**src/rtl/ioctl_upload_ctrl.sv**
```systemverilog
// HPS upload controller: borrows the shared memory port from the game core and
// serves byte reads to the HPS with a wait-stall handshake and running checksum.
module ioctl_upload_ctrl #(
    parameter int unsigned AW    = 10,
    parameter int unsigned DEPTH = 1024
) (
    input  logic          CLK,
    input  logic          RESET_N,
    input  logic          ioctl_upload,
    input  logic          ioctl_rd,
    input  logic [24:0]   ioctl_addr,
    output logic [7:0]    ioctl_din,
    output logic          ioctl_wait,
    output logic          PAUSE_REQ,
    input  logic          PAUSE_ACK,
    output logic          MEM_SEL,
    output logic [AW-1:0] MEM_ADDR,
    input  logic [7:0]    MEM_DATA,
    output logic          DONE,
    output logic [7:0]    CHECKSUM
);

    localparam int unsigned HPS_AW = 25;
    localparam logic [HPS_AW-1:0] DEPTH_A = HPS_AW'(DEPTH);

    typedef enum logic [2:0] {
        S_IDLE,
        S_HOLD,
        S_READY,
        S_FETCH,
        S_LATCH
    } state_t;

    state_t        state_q, state_d;
    logic          upl_q, upl_d;
    logic [7:0]    din_q, din_d;
    logic          wait_q, wait_d;
    logic          pause_q, pause_d;
    logic          sel_q, sel_d;
    logic [AW-1:0] addr_q, addr_d;
    logic          done_q, done_d;
    logic [7:0]    cks_q, cks_d;

    // Next-state and registered-output logic; a dropped upload overrides everything.
    always_comb begin
        state_d = state_q;
        upl_d   = ioctl_upload;
        din_d   = din_q;
        wait_d  = wait_q;
        pause_d = pause_q;
        sel_d   = sel_q;
        addr_d  = addr_q;
        done_d  = 1'b0;
        cks_d   = cks_q;

        if (state_q != S_IDLE && !ioctl_upload) begin
            state_d = S_IDLE;
            pause_d = 1'b0;
            sel_d   = 1'b0;
            wait_d  = 1'b0;
            done_d  = 1'b1;
        end else begin
            case (state_q)
                S_IDLE: begin
                    if (ioctl_upload && !upl_q) begin
                        state_d = S_HOLD;
                        pause_d = 1'b1;
                        wait_d  = 1'b1;
                        cks_d   = 8'h00;
                    end
                end
                S_HOLD: begin
                    if (PAUSE_ACK) begin
                        state_d = S_READY;
                        sel_d   = 1'b1;
                        wait_d  = 1'b0;
                    end
                end
                S_READY: begin
                    if (ioctl_rd) begin
                        if (ioctl_addr < DEPTH_A) begin
                            addr_d  = AW'(ioctl_addr);
                            wait_d  = 1'b1;
                            state_d = S_FETCH;
                        end else begin
                            din_d = 8'hFF;
                        end
                    end
                end
                S_FETCH: state_d = S_LATCH;
                S_LATCH: begin
                    din_d   = MEM_DATA;
                    cks_d   = cks_q + MEM_DATA;
                    wait_d  = 1'b0;
                    state_d = S_READY;
                end
                default: state_d = S_IDLE;
            endcase
        end
    end

    always_ff @(posedge CLK or negedge RESET_N) begin
        if (!RESET_N) begin
            state_q <= S_IDLE;
            upl_q   <= 1'b0;
            din_q   <= 8'h00;
            wait_q  <= 1'b0;
            pause_q <= 1'b0;
            sel_q   <= 1'b0;
            addr_q  <= '0;
            done_q  <= 1'b0;
            cks_q   <= 8'h00;
        end else begin
            state_q <= state_d;
            upl_q   <= upl_d;
            din_q   <= din_d;
            wait_q  <= wait_d;
            pause_q <= pause_d;
            sel_q   <= sel_d;
            addr_q  <= addr_d;
            done_q  <= done_d;
            cks_q   <= cks_d;
        end
    end

    assign ioctl_din  = din_q;
    assign ioctl_wait = wait_q;
    assign PAUSE_REQ  = pause_q;
    assign MEM_SEL    = sel_q;
    assign MEM_ADDR   = addr_q;
    assign DONE       = done_q;
    assign CHECKSUM   = cks_q;

endmodule
```
**config.mk**
```make
export PLATFORM = sky130hd
export DESIGN_NAME = ioctl_upload_ctrl
export DESIGN_NICKNAME = d
export VERILOG_FILES = /design/src/rtl/ioctl_upload_ctrl.sv
export SDC_FILE = /design/constraint.sdc
export NUM_CORES = 1
export LEC_CHECK = 0
export ABC_AREA = 1
export BUFFER_PORTS_ARGS = -buffer_cell sky130_fd_sc_hd__clkbuf_2
export CORE_UTILIZATION = 25
export CTS_BUF_LIST = sky130_fd_sc_hd__clkbuf_4
export CTS_CLUSTER_SIZE = 40
export DETAILED_ROUTE_END_ITERATION = 6
export PLACE_DENSITY_LB_ADDON = 0.12
export SLEW_MARGIN = 10
export SYNTH_ARGS = -nofsm -noshare
export SYNTH_HDL_FRONTEND = slang
export SYNTH_SLANG_ARGS = --single-unit
```
**constraint.sdc**
```tcl
create_clock -name CLK -period 2.9 [get_ports CLK]
set_input_delay 0.725 -clock CLK [delete_from_list [all_inputs] [get_ports CLK]]
set_output_delay 0.725 -clock CLK [all_outputs]
set_load 0.02 [all_outputs]
```
Yosys cells after proc, flatten, opt, wreduce, memory -nomap -nowiden --
Index checks and enable logic that the tools add are counted.
Cells by class: multiply operators 0, reductions and logical operators 20, muxes and demuxes 23, shift operators 0, $lt $le $gt $ge 1, add/sub/neg operators 1, divide/modulo/power cells 0, equality and inequality tests 11, bitwise gates (word level) 1
Operators with widths (count):
- $pmux 8 s2 | 2
- $lt 25x11->1 const B | 1
- $mux 8 | 3
- $mux 3 | 5
- $pmux 3 s5 | 1
- $ne 3x3->1 const B | 4
- $reduce_and 4->1 | 3
- $reduce_bool 2->1 | 6
- $mux 1 | 11
- $add 8x8->8 | 1
- $eq 3x2->1 const B | 2
- $ne 2x2->1 const B | 3
- $reduce_and 5->1 | 1
- $reduce_bool 5->1 | 1
- $pmux 1 s4 | 1
- $reduce_and 2->1 | 2
- $eq 3x1->1 const B | 1
- $eq 3x3->1 const B | 1
- $logic_not 3->1 | 1
- $reduce_and 3->1 | 1
- $reduce_bool 3->1 | 1
- $logic_and 1x1->1 | 2
- $logic_not 1->1 | 2
- $not 1->1 | 1
Word-level totals: register bits after elaboration 34, memory bits (writable) 0, logic and storage cells 66, input bits 38, output and inout bits 30, latch bits 0, memories 0, bits in read-only memories 0

Longest topological paths before layout --
depth after elaboration 5, depth in mapped cells 9, gate-level depth less buffers 9

Least setup slack after synthesis --
Ideal clock, no wire load.
path kind input port to flip-flop, from input port MEM_DATA[0], to register cks_q[4] (netlist: CHECKSUM[4]), arrival time 1790 ps, path slack 1028 ps, stages on the path 9, path buffers 0, library setup time 83 ps, cell sequence ha_1 -> fa_1 -> nand2_1 -> inv_1 -> nor2_1 -> o21bai_1 -> nand2_1 -> nand2_1 -> o21ai_0
Between the ends: cells in the longest elaborated chain, start to end 2
RTL lines:
- from (decl) | line 18 | input logic [7:0] MEM_DATA,
- $add 8x8->8 | line 93 | cks_d = cks_q + MEM_DATA;
- $pmux 8 s2 | line 63 | case (state_q)
- to (signal assigned) | line 122 | cks_q <= cks_d;
- to (decl) | line 42 | logic [7:0] cks_q, cks_d;
No other way between the ends. A chain may end at the register's enable or synchronous reset.

Worst setup path after layout --
Same ends and word-level chain as after synthesis.

==> results.md <==
* Unique masters post-synth at 29
* Design area at 2370 sq um
* Final Skew at 0.0180 ns
* CTS H-tree lvls at 2
* Crit. End Element: register
* Most frequent cells in the layout: clkbuf_2, nand2_1, dfrtp_1
* Crit path required time at 3.17 ns
* Met1 track utilization from global routing at 16.0%
* Insertion delay to the later sink of the worst-skew pair at 0.34 ns
* Critical setup path kind: input port to register
* Fin worst setup slack at 1.18 ns
* Antenna violations before repair at 0
* Placed Area at 2320 sq um
* Worst Reg-to-Reg Cells at 9
* Sink Count at 34
* Critical-path top delay cell: fa_1
* Io pins at 68
* Commonest non-fill, non-tap cell in the layout: clkbuf_2
* M2 GR Usage at 19.7%
* Final GP Congestion at 0.793
* Vias at 1,642
* Worst hold stages at 2
* Worst-Margin Slew at 0.939 ns
* Critical-path maximum fanout at 3
* Critical Path, Cell by Cell: clkbuf_2, ha_1, fa_1, nand2_1, inv_1, nor2_1, o21bai_1, nand2_1, nand2_1, o21ai_0
* Slew Viols, Final at 0
* Synth Instances at 225
* Largest net degree at the start of global routing at 35
* Status: completed
* Ant. Diodes at 0
* Placement Setup Slack at 0.828 ns
* Syn_area_per_cell at 8.36 sq um
* GR Overflow Total at 0
* R2R Path Start: CHECKSUM[0]
* P_leak at 0.00135 uW
* Fillers at 806
* Core Util, Final at 32.7%
* Setup crit end: CHECKSUM[4]
* Crit. Startpoint: MEM_DATA[0]
* All-Layer GR Usage at 12.4%
* Critical path startpoint category: input port
* Proportion of layout cells with a drive suffix above 1 at 32.9%
* First-pass GRT wire length at 7290 microns
* P&R area growth vs syn at 26.1%
* Busiest layer in global routing: met2
* Seq cells post-synth at 34
* Clock Tree Buf Depth at 2
* Number of setup buffers added after CTS at 0
* Max incr delay on CP at 0.41 ns
* Final Cycle Share at 59.2%
* Overall power at 1660 uW
* Largest cells by area after synthesis: dfrtp_1, nand2_1, inv_1
* PwrDens at 702 nW/um^2
* Port Buffers at 67
* Sequential share of the synthesized area at 45.2%
* # hold bufs at CTS at 0
* Routed WL at 4550 microns
* Drt wl/cell at 11.5 microns
* Fmax at 583 MHz
* CP most frequent cell: nand2_1
* Number of global-route vias before repair at 1,517
* Nets at 343
* Min Clock Period, post-route at 1.72 ns
* Hold Fails Final Rpt at 0
* Hold Crit Class: register to register
* Cell Area, Synth at 1880 sq um
* DR iter-0 viols at 62
* HPWL Detailed at 3440 microns
* Die Y at 88.8 microns
* CTS resizes at 0
* Total die area at 7880 sq um
* RSZ-0062 raised after global routing: false
* Slew HR at 37.4%
* Buf+Inv Stages, Crit Path at 2
* R2R setup slack at 1.22 ns
* First-pass DRT Iterations at 4
* Root buffer cell: clkbuf_4
* VDD IR max at 322 uV
* Detail Route Antenna Nets at 0
* CTS Buf Count at 5
* Cell Rows at 31
* Top-area cell type share of the netlist area at 45.2%
* Initial Utilization at 25.9%
* Yosys top cell by area: dfrtp_1
* Crit path depth at 10
* Setup_tns at 0 ns
* Arrival @ worst endpoint at 1.99 ns
* Vias/cell at 4.14
* Clock Pin Slew Worst Setup and Hold Paths at 0.12 ns
* Max-Cap Viols at 0
* Die span in x at 88.8 microns
* M3 GR Usage at 3.64%
* Post-Synthesis Net Count at 271
* CP delay by family, top: adder cells
* FF-to-FF End: CHECKSUM[4]
* Final setup viols at 0
* DRC viols at 0
* Ys Warns at 0
* CTS tree: done
* Core ar. at 7250 sq um
## how the worst min path moves through the flow
stage	slack (ns)	start	endpoint
4_1_cts	0.49	ioctl_din[2]	ioctl_din[2]
3_5_place_dp	0.47	ioctl_din[2]	ioctl_din[2]
5_1_grt	0.51	MEM_ADDR[1]	MEM_ADDR[1]
6_report	0.49	ioctl_din[1]	ioctl_din[1]
3_3_place_gp	0.46	ioctl_din[0]	ioctl_din[0]
2_1_floorplan	0.43	RESET_N	CHECKSUM[0]
## metal layers
| layer | share of wire (%) | vias up |
|---|---|---|
| li1 | - | 870 |
| met1 | 48 | 715 |
| met2 | 45 | 49 |
| met3 | 5.9 | 8 |
| met4 | 1.4 | 0 |
| met5 | 0 | - |
## area by class of cell
class                      count  area (sq um)  share of cell area (%)
timing repair buffer          68           343                    14.5
clock inverter                 2          8.76                   0.369
tap                           99           124                    5.22
inverter                      31           116                    4.91
multi-input combinational    157           885                    37.3
clock buffer                   6          45.0                    1.90
sequential                    34           851                    35.9
## stage by stage
step	hold slack (ns)	cells
floorplan	0.429	225
global placement	0.464	389
detailed placement	0.467	389
CTS	0.495	397
global route	0.510	397
finish	0.487	397
## logic make-up (layout without fill, tap and decap cells)
| family | count (synthesis) | after routing | share of synthesized area (%) |
|---|---|---|---|
| AND/OR/NAND/NOR | 115 | 115 | 28.5 |
| flip-flops | 34 | 34 | 45.2 |
| buffers and inverters | 34 | 107 | 7.78 |
| AO/OA/AOI/OAI | 32 | 32 | 11.9 |
| adder cells (fa/ha/maj) | 8 | 8 | 5.72 |
| XOR/XNOR | 2 | 2 | 0.931 |
## registers in the layout, summed over array words and instances (netlist names)
name        cells
CHECKSUM        8
DONE            1
MEM_ADDR       10
ioctl_din       8
MEM_SEL         1
ioctl_wait      1
upl_q           1
state_q         3
PAUSE_REQ       1
## synth_stat cells
cell type	instances
buf_6	2
nor2_4	2
nand2_1	60
nor2_2	1
nand3_2	1
o31ai_2	1
nor2_1	19
o21ai_2	7
xnor2_1	1
nor3_2	1
ha_1	7
inv_1	28
xor2_1	1
nand4_2	1
fa_1	1
dfrtp_1	34
nand3_1	21
o21ai_1	3
a21oi_1	6
o21bai_1	2
nand2_4	3
o211ai_1	8
o21ai_0	3
nand2_2	3
nand3b_1	1
buf_4	1
inv_2	3
o21a_1	2
nand4_1	2
## where the power goes
group	leakage (uW)	internal, uW	switching [uW]
Combinational	0.000871	257	474
Sequential	0.000443	590	76.9
Clock	0.0000331	101	167
## worst min-delay path, cell delays in order, from the launching register on
cell and delay (ns):
dfrtp_1 0.36, nand2_1 0.05, nand2_1 0.05
No activity file was read; power rests on OpenSTA's default activity.
